<file path="src/rtl/mul16_pkg.sv">
// Shared types and constants for the sequential 16x16 multiplier.
package mul16_pkg;

    localparam int WIDTH   = 16;
    localparam int COUNT_W = 4;

    localparam logic [COUNT_W-1:0] LAST_COUNT = 4'd15;

    typedef enum logic [1:0] {
        IDLE = 2'd0,
        RUN  = 2'd1,
        DONE = 2'd2
    } state_t;

    // True when either operand is zero, which makes the product trivially 0.
    function automatic logic is_zero_op(input logic [WIDTH-1:0] x,
                                        input logic [WIDTH-1:0] y);
        return (x == '0) || (y == '0);
    endfunction

endpackage

</file>
<file path="src/rtl/add16.sv">
// 16-bit ripple-carry adder; one full adder per bit, carry chained LSB to MSB.
module add16
    import mul16_pkg::*;
(
    input  logic [WIDTH-1:0] a,
    input  logic [WIDTH-1:0] b,
    input  logic             cin,
    output logic [WIDTH-1:0] sum,
    output logic             cout
);

    logic [WIDTH:0] carry;

    // Ripple the carry through each bit position.
    always_comb begin
        carry    = '0;
        sum      = '0;
        carry[0] = cin;
        for (int i = 0; i < WIDTH; i++) begin
            sum[i]     = a[i] ^ b[i] ^ carry[i];
            carry[i+1] = (a[i] & b[i]) | (a[i] & carry[i]) | (b[i] & carry[i]);
        end
    end

    assign cout = carry[WIDTH];

endmodule

</file>
<file path="src/rtl/mul16_seq.sv">
// Sequential 16x16 unsigned shift-add multiplier built around one add16.
//
//   state | meaning
//   ------+---------------------------------------------------------------
//   IDLE  | waiting for start; product holds the last result
//   RUN   | one add/shift step per cycle, 16 steps, busy=1
//   DONE  | done=1 for one cycle; product valid; start here re-accepts
module mul16_seq
    import mul16_pkg::*;
#(
    parameter bit ZERO_BYPASS = 1'b1
) (
    input  logic               clk,
    input  logic               rst_n,
    input  logic               start,
    input  logic [WIDTH-1:0]   a,
    input  logic [WIDTH-1:0]   b,
    output logic               busy,
    output logic               done,
    output logic [2*WIDTH-1:0] product
);

    state_t             state;
    state_t             state_nxt;
    logic [WIDTH-1:0]   mcand;
    logic [WIDTH-1:0]   hi;
    logic [WIDTH-1:0]   lo;
    logic [COUNT_W-1:0] count;

    logic               accept;
    logic               bypass;
    logic               last_step;
    logic [WIDTH-1:0]   addend;
    logic [WIDTH-1:0]   sum;
    logic               cout;
    logic [WIDTH-1:0]   hi_nxt;
    logic [WIDTH-1:0]   lo_nxt;

    // Start is only honoured when no operation is in flight.
    assign accept    = start && ((state == IDLE) || (state == DONE));
    assign bypass    = ZERO_BYPASS && is_zero_op(a, b);
    assign last_step = (state == RUN) && (count == LAST_COUNT);

    // Add the multiplicand only when the current multiplier bit is set.
    assign addend = lo[0] ? mcand : '0;

    add16 u_add16 (
        .a    (hi),
        .b    (addend),
        .cin  (1'b0),
        .sum  (sum),
        .cout (cout)
    );

    // The 17-bit sum shifts right one place across {hi, lo}; cout becomes hi's MSB.
    assign hi_nxt = {cout, sum[WIDTH-1:1]};
    assign lo_nxt = {sum[0], lo[WIDTH-1:1]};

    // State register.
    always_ff @(posedge clk or negedge rst_n) begin
        if (!rst_n) begin
            state <= IDLE;
        end else begin
            state <= state_nxt;
        end
    end

    // Next-state logic; DONE accepts a back-to-back start under the same rules as IDLE.
    always_comb begin
        state_nxt = state;
        case (state)
            IDLE: begin
                if (start) begin
                    state_nxt = bypass ? DONE : RUN;
                end
            end
            RUN: begin
                if (count == LAST_COUNT) begin
                    state_nxt = DONE;
                end
            end
            DONE: begin
                if (start) begin
                    state_nxt = bypass ? DONE : RUN;
                end else begin
                    state_nxt = IDLE;
                end
            end
            default: state_nxt = IDLE;
        endcase
    end

    // Moore outputs decoded from the state alone.
    always_comb begin
        busy = 1'b0;
        done = 1'b0;
        case (state)
            RUN:     busy = 1'b1;
            DONE:    done = 1'b1;
            default: ;
        endcase
    end

    // Operand capture, shift-add steps and result register.
    always_ff @(posedge clk or negedge rst_n) begin
        if (!rst_n) begin
            mcand   <= '0;
            hi      <= '0;
            lo      <= '0;
            count   <= '0;
            product <= '0;
        end else if (accept) begin
            if (bypass) begin
                product <= '0;
            end else begin
                mcand <= a;
                lo    <= b;
                hi    <= '0;
                count <= '0;
            end
        end else if (state == RUN) begin
            hi    <= hi_nxt;
            lo    <= lo_nxt;
            // Wraps 15 -> 0 on the final step, leaving it clean for the next run.
            count <= count + COUNT_W'(1);
            if (last_step) begin
                product <= {hi_nxt, lo_nxt};
            end
        end
    end

endmodule

</file>
<file path="config.mk">
export PLATFORM = sky130hd
export DESIGN_NAME = mul16_seq
export DESIGN_NICKNAME = d
export VERILOG_FILES = /design/src/rtl/mul16_pkg.sv /design/src/rtl/add16.sv /design/src/rtl/mul16_seq.sv
export SDC_FILE = /design/constraint.sdc
export NUM_CORES = 1
export LEC_CHECK = 0
export CAP_MARGIN = 15
export CORE_MARGIN = 5
export CORE_UTILIZATION = 45
export DETAILED_ROUTE_END_ITERATION = 7
export GPL_ROUTABILITY_DRIVEN = 0
export PLACE_DENSITY = 0.82
export SLEW_MARGIN = 20
export SYNTH_ARGS = -nofsm -noshare
export SYNTH_HDL_FRONTEND = slang
export SYNTH_SLANG_ARGS = --single-unit
</file>
<file path="constraint.sdc">
create_clock -name clk -period 12.5 [get_ports clk]
set_input_delay 1.875 -clock clk [delete_from_list [all_inputs] [get_ports clk]]
set_output_delay 1.875 -clock clk [all_outputs]
set_load 0.02 [all_outputs]
</file>
==> results of run 1 <==
area by class of cell:
type	count	area (um^2)
Fill cell	717	3770
Sequential cell	86	2150
Multi-Input combinational cell	229	1580
Timing Repair Buffer	70	697
Tap cell	108	135
Clock buffer	9	124
Clock inverter	7	78.8
Inverter	15	56.3
synth_stat cells, drive strengths merged, types with 3 or more instances:
library cell / count / area [um^2]
nand2: 84 / 315
clkbuf: 12 / 46.3
nor4: 8 / 50.1
fa: 15 / 300
nor2: 3 / 11.3
nand4: 3 / 18.8
a221o: 16 / 160
buf: 12 / 86.3
o22ai: 26 / 163
mux2: 17 / 191
inv: 15 / 56.3
o21ai: 22 / 110
and2: 20 / 125
dfrtp: 86 / 2150
registers in the layout (all words and copies together) (netlist names):
name     flops
lo          16
hi          16
count        4
state        2
mcand       16
product     32
report_power, final:
part	total, W	switching [W]	internal, W
Sequential	0.000514	0.0000904	0.000424
Combinational	0.000638	0.000331	0.000307
Clock	0.000199	0.000104	0.0000944
worst max-delay path: stages (launching register included):
cell and delay [ns]:
sky130_fd_sc_hd__dfrtp_1 0.68, sky130_fd_sc_hd__and2_1 0.21, sky130_fd_sc_hd__ha_1 0.16, sky130_fd_sc_hd__fa_1 0.19, sky130_fd_sc_hd__fa_1 0.18, sky130_fd_sc_hd__inv_1 0.05, sky130_fd_sc_hd__fa_1 0.37, sky130_fd_sc_hd__fa_1 0.38
sky130_fd_sc_hd__fa_1 0.39, sky130_fd_sc_hd__fa_1 0.39, sky130_fd_sc_hd__fa_1 0.39, sky130_fd_sc_hd__fa_1 0.40, sky130_fd_sc_hd__fa_1 0.39, sky130_fd_sc_hd__fa_1 0.39, sky130_fd_sc_hd__fa_1 0.39, sky130_fd_sc_hd__fa_1 0.40
sky130_fd_sc_hd__fa_1 0.41, sky130_fd_sc_hd__fa_1 0.40, sky130_fd_sc_hd__fa_1 0.36, sky130_fd_sc_hd__nor2_1 0.19, sky130_fd_sc_hd__nand2_1 0.09, sky130_fd_sc_hd__o21ai_0 0.07
through the flow:
step	util (%)	std cells	worst slack [ns]	hold WS (ns)	instance area, um^2
6_report	56.1	524	5.53	0.488	4820
3_5_place_dp	53.7	508	5.57	0.471	4610
5_1_grt	56.1	524	5.23	0.517	4820
4_1_cts	56.0	524	5.52	0.491	4810
2_1_floorplan	-	354	6.10	0.449	3910
3_3_place_gp	53.7	508	5.80	0.462	4610
worst max-delay path by stage:
stage                     slack (ns)   from     endpoint
after CTS                       5.52  lo[0]  product[31]
after global routing            5.23  lo[0]  product[31]
after detailed placement        5.57  lo[0]  product[31]
final                           5.53  lo[0]  product[31]
after global placement          5.80  lo[0]       hi[14]
after floorplan                 6.10  lo[0]       hi[14]
per-layer routing:
layer,track usage (%),share of wire (%),up-vias
met5,0,0,-
met4,5.38,1.7,0
met3,4.83,6.0,13
met2,29.0,49,89
met1,23.6,43,1420
li1,-,-,1328
cells by family after synthesis:
logic type                 after synthesis  share of synthesized area (%)
xor gates and xnor gates                 1                          0.224
buffers and inverters                   39                           4.83
AOI/OAI and AO/OA                       69                           12.2
muxes                                   18                           5.15
DFF                                     86                           55.0
adders and majority gates               17                           8.32
and+or+nand+nor                        124                           14.3
==> results.txt, run 1 <==
- H-tree depth reported by CTS: 3
- Async set-reset flop share out of synthesis: 100%
- The first global-routing pass estimated 14500 um of wire.
- Total Nets Final: 463
- Transition time at the pin with the least slew margin: 0.992 ns
* Maximum number of pins on one net before global-route repair: 87
- Nature of the critical path startpoint: flop
- Post-synthesis sequential area ratio: 55.0%
* Total of flip-flops plus latches after synthesis: 86
- Shortest period the worst path allows: 6.97 ns
- Detailed placement finished with a half-perimeter wire length of 6160 um.
- The repair_antennas step left the layout with diodes totalling 0.
- Run status: finished, final reports clean
- After layout, the design draws a total of 0.00135 W.
* Primary flip-flop cell chosen by synthesis mapping: sky130_fd_sc_hd__dfrtp_1
* Worst clock skew on the final layout: 0.0108 ns
- DRT antenna net count: 0
* Number of antenna violations at the first check in global routing: 0
- Count of TritonRoute iterations in the first routing pass: 4
- End of the worst register-to-register path: product[31]
- Counting every net in the synthesized netlist gives 406.
- For this design, the sink count on the clock tree is 86.
- At the later pin of the worst-skew pair, clock insertion delay measures 0.36 ns.
- The min-delay analysis places its worst path in the category reg2reg.
- In this run the horizontal extent of the chip is 103 um.
- Total number of yosys warnings: 0
- Based on the critical path, the design can be clocked at up to 144 MHz.
* Most common library cell in the layout ignoring fill and taps: sky130_fd_sc_hd__dfrtp_1
* Max-cap check violation count: 0
* Hold Buf Count CTS: 0
* Power density over cell area: 280 nW/um^2
* Largest voltage drop on the vdd net: 146 uV
- Pins over their slew limit: 0
- Measured in cells, the most critical reg-to-reg path has a length of 21.
- The setup check on the worst reg-to-reg path leaves a slack of 5.53 ns.
* Per-cell routed wire length: 16.7 um
- Gate count of the mapped netlist: 354
- Commonest cells after routing, fill and taps aside: 86 x sky130_fd_sc_hd__dfrtp_1, 84 x sky130_fd_sc_hd__nand2_1, 67 x sky130_fd_sc_hd__clkdlybuf4s50_1
- Chip height: 103 um
- In this run the critical register-to-register path is launched from lo[0].
- Buffers inserted during post-CTS setup optimization: 0
* Effective utilization at floorplan: 45.5%
* Core outline area: 8590 um^2
- The worst hold path terminates at hi[15].
* Per-cell via count in the routed design: 5.44
- Highest net fanout along the worst path: 17
- For this run, the total global-route usage over all layers was measured as 17.8%.
- Once the clock tree was built, the resizer swapped 0 gates to a different size.
- Required arrival time at the worst endpoint: 12.78 ns
* Critical path class: reg2reg
- Total standard cell area after synthesis: 3910 um^2
- Headroom to the max-slew limit came out at 33.8%.
* Buffers from clock root to sink, at most: 2
- Iteration-0 DRC count of the detailed router: 171
- Summed over all cells, the static leakage comes to 2.03 nW.
- Fin. Hold Viols: 0
- The number of global-route vias before repair was 2989.
- The post-route netlist has 9.62% of its cells at a drive strength greater than 1.
* Clock tree from TritonCTS: done
- The number of clock buffers added by TritonCTS is 9.
* Setup-violating endpoint count in the final report: 0
- In this run the core area contains 34 standard-cell rows.
- Sort of element at the end of the critical path: flop
* Synth unique cells: 29
- Buffers added on ports: 68
- DRT Wirelength: 8750 um
- Layout-stage area growth over the synthesis result: 23.3%
- Clock transition at the registers of the reported paths: 0.09 ns
- In this run, synthesis inferred 0 flip-flops with an integrated enable.
* Hold path cells: 1
* Die footprint: 10700 um^2
* Total I/O pin count: 69
- Setup repair after global routing missed its margin: no
- The routed layout has 2850 vias.
- CTS root buf: sky130_fd_sc_hd__clkbuf_8
* Overflow after GRT: 0
- Mean area per synthesized cell: 11.0 um^2
- Post-Route Setup TNS: 0 ns
- The worst hold path begins at hi[15].
- Total DRC errors in the routed layout: 0
- Period utilization: 55.7%
* WP data arrival: 7.25 ns
Note: power is estimated with default switching activity, not from simulation.
==> run 2, diff against run 1 <==
Settings changed: PLACE_DENSITY 0.82 to 0.85.
Clock period 12.5 ns to 6.3 ns, I/O delays scaled along.
==> results.txt, run 2 (synthesized netlist as in run 1, its figures left out) <==
- By instance count, the cell type seen most on the critical path is sky130_fd_sc_hd__fa_2.
* Worst clock skew on the final layout: 0.00932 ns (-0.00145 ns)
- The peak per-stage delay on the critical path came to 0.55 ns (-0.13 ns).
- Total routing resource utilization after global routing: 18.4% (+0.61 points)
- Register-to-register setup slack: 0.17 ns (-5.36 ns)
- Most flops, register: product
* Core outline area: 8590 um^2 (unchanged)
- The summed negative setup slack over all endpoints is 0 ns (unchanged).
- Worst path slowest cell: sky130_fd_sc_hd__fa_2
- Chip height: 103 um (unchanged)
* Number of buffers and inverters on the critical path: 1 (unchanged)
- The row count was 34 (unchanged).
* Max-cap check violation count: 0 (unchanged)
- Commonest cells after routing, fill and taps aside: 86 x sky130_fd_sc_hd__dfrtp_1, 84 x sky130_fd_sc_hd__nand2_1, 67 x sky130_fd_sc_hd__clkdlybuf4s50_1
* Max FFs per register: 32 (unchanged)
- The placed instance count is 512 (+0.79%).
- Setup-violating endpoint count in the final report: 0 (unchanged)
- The largest buffer count on any clock path came to 2 (unchanged).
* TritonCTS buffer count: 9 (unchanged)
- The clock edge transition at the registers on the reported setup and hold paths was 0.09 ns (about the same).
- The final wirelength was 9200 um (+5.1%).
* Headroom to the max-slew limit: 33.3% (-0.52 points)
- The root buffer cell chosen for the clock tree is sky130_fd_sc_hd__clkbuf_8.
- The run finished with clean final reports.
- The worst register-to-register path ends at product[30].
- The number of vias in the routed layout came to 2879 (+1.0%).
- Iteration-0 DRC count of the detailed router: 139 (-19%)
- The final-report hold violation count came to 0 (unchanged).
- For hold timing, the worst endpoint is hi[15].
- The final layout net count was 467 (+0.86%).
* Effective utilization at floorplan: 45.5% (unchanged)
* Count of TritonRoute iterations in the first routing pass: 4 (unchanged)
- The global-route wire length before repair was 15200 um (+4.4%).
- Die footprint: 10700 um^2 (unchanged)
- Non-filler cells, final: 528 (+0.76%)
* Pleak: 2.07 nW (+1.9%)
- The total power density per cell area was 567 nW/um^2 (+100%).
- Final HPWL DP: 6370 um (+3.5%)
- The minimum period implied by the final worst setup slack was 6.13 ns (-0.839 ns).
* Most common library cell in the layout ignoring fill and taps: sky130_fd_sc_hd__dfrtp_1
* Hold path cells: 1 (unchanged)
- Die boundary width: 103 um (unchanged)
- The remaining design rule violation count was 0 (unchanged).
- The worst register-to-register path begins at lo[0].
* Clock sink total: 86 (unchanged)
- Maximum clock frequency: 163 MHz (+14%)
- The data required time at the worst endpoint came to 6.52 ns (-6.26 ns).
* Period utilization: 97.3% (+42 points)
- Per-cell routed wire length: 17.4 um (+4.3%)
- DRT antenna net count: 0 (unchanged)
- Largest voltage drop on the vdd net: 318 uV (+120%)
- TritonCTS built the clock tree.
* Transition time at the pin with the least slew margin: 0.997 ns (+0.00466 ns)
* Layout-stage area growth over the synthesis result: 25.2%
- Total I/O pin count: 69 (unchanged)
* Per-cell via count in the routed design: 5.45 (+0.25%)
- Critical Path, Cell by Cell: and2_1 -> ha_1 -> fa_1 -> fa_1 -> inv_1 -> fa_2 -> fa_2 -> fa_2 -> fa_2 -> fa_2 -> fa_2 -> fa_1 -> fa_1 -> fa_2 -> fa_2 -> fa_2 -> fa_2 -> fa_2 -> o22ai_1
* Startpoint of the worst setup timing path: lo[0]
- Highest net fanout along the worst path: 3 (-14)
- The number of H-tree levels is 3 (unchanged).
- CP delay by family, top: adder cells
- The number of antenna diodes is 0 (unchanged).
- Buffers added on ports: 68 (unchanged)
- Number of stages on the worst setup path: 19 (-9.5%)
- The count of cells along the worst register-to-register path was 19 (-9.5%).
* Buffers inserted during post-CTS setup optimization: 0 (unchanged)
- The pin count of the biggest net entering global routing was 87 (unchanged).
- Nature of the critical path startpoint: flop
- Number of antenna violations at the first check in global routing: 0 (unchanged)
- The clock latency on the worst-skew pair is 0.35 ns (about the same).
* Vias in the first global route: 3123 (+4.5%)
- Sort of element at the end of the critical path: flop
- WP data arrival: 6.35 ns (-0.90 ns)
* Worst min-delay path startpoint: hi[15]
- Overflow after GRT: 0 (unchanged)
- Hold Path Class: reg2reg
- Ratio of cells with drive above 1 in the final layout: 12.9% (+3.2 points)
* Pins over their slew limit: 0 (unchanged)
- The critical path is of the reg2reg type.
-- run 2: worst reg2reg max path, stage by stage, from the launching register on --
cell                      delay (ns)
sky130_fd_sc_hd__dfrtp_1        0.38
sky130_fd_sc_hd__and2_1         0.14
sky130_fd_sc_hd__ha_1           0.15
sky130_fd_sc_hd__fa_1           0.18
sky130_fd_sc_hd__fa_1           0.16
sky130_fd_sc_hd__inv_1          0.05
sky130_fd_sc_hd__fa_2           0.34
sky130_fd_sc_hd__fa_2           0.35
sky130_fd_sc_hd__fa_2           0.35
sky130_fd_sc_hd__fa_2           0.35
sky130_fd_sc_hd__fa_2           0.35
sky130_fd_sc_hd__fa_2           0.35
sky130_fd_sc_hd__fa_1           0.39
sky130_fd_sc_hd__fa_1           0.40
sky130_fd_sc_hd__fa_2           0.35
sky130_fd_sc_hd__fa_2           0.35
sky130_fd_sc_hd__fa_2           0.36
sky130_fd_sc_hd__fa_2           0.35
sky130_fd_sc_hd__fa_2           0.55
sky130_fd_sc_hd__o22ai_1        0.09
-- run 2: stage by stage --
step,cell area (um^2),power [W],utilization (%),hold WS (ns),worst slack (ns)
after floorplan,3920,0.00185,-,0.449,0.0101
after global placement,4640,0.00226,54.0,0.462,0.0160
after detailed placement,4640,0.00233,54.0,0.472,-0.177
after CTS,4880,0.00278,56.8,0.495,0.00605
after global routing,4900,0.00298,57.0,0.506,-0.00470
final,4900,0.00277,57.0,0.495,0.172
-- run 2: worst max path at each step --
stage / to / slack, ns
after floorplan: hi[14] / 0.01
after global placement: hi[14] / 0.02
after detailed placement: product[30] / -0.18
after CTS: product[30] / 0.006
after global routing: product[30] / -0.005
final: product[30] / 0.17
-- run 2: area by class of cell --
type                       count  area, um^2
clock buffer                   9         124
inverter                      15        56.3
timing repair buffer          74         727
sequential                    86        2150
multi-input combinational    229        1600
tap                          108         135
clock inverter                 7        98.8
fill                         720        3700
-- run 2: timing repair --
item	CTS	global route
resized for setup	7	4
pin swaps	0	0
endpoints found under the setup margin	4	4
hold buffers	0	0
-- run 2: layer usage --
metal  vias to the layer above  GRT usage [%]  share of wire, %
met5                         -              0                 0
met4                         0           4.88               1.5
met3                        13           5.16               5.1
met2                        82           31.4                51
met1                      1441           23.2                42
li1                       1343              -                 -
-- run 2: report_power, final --
group	leakage, nW	switching [W]	internal, W
clock network	0.109	0.000202	0.000225
registers	1.02	0.000172	0.000841
logic	0.931	0.000694	0.000642
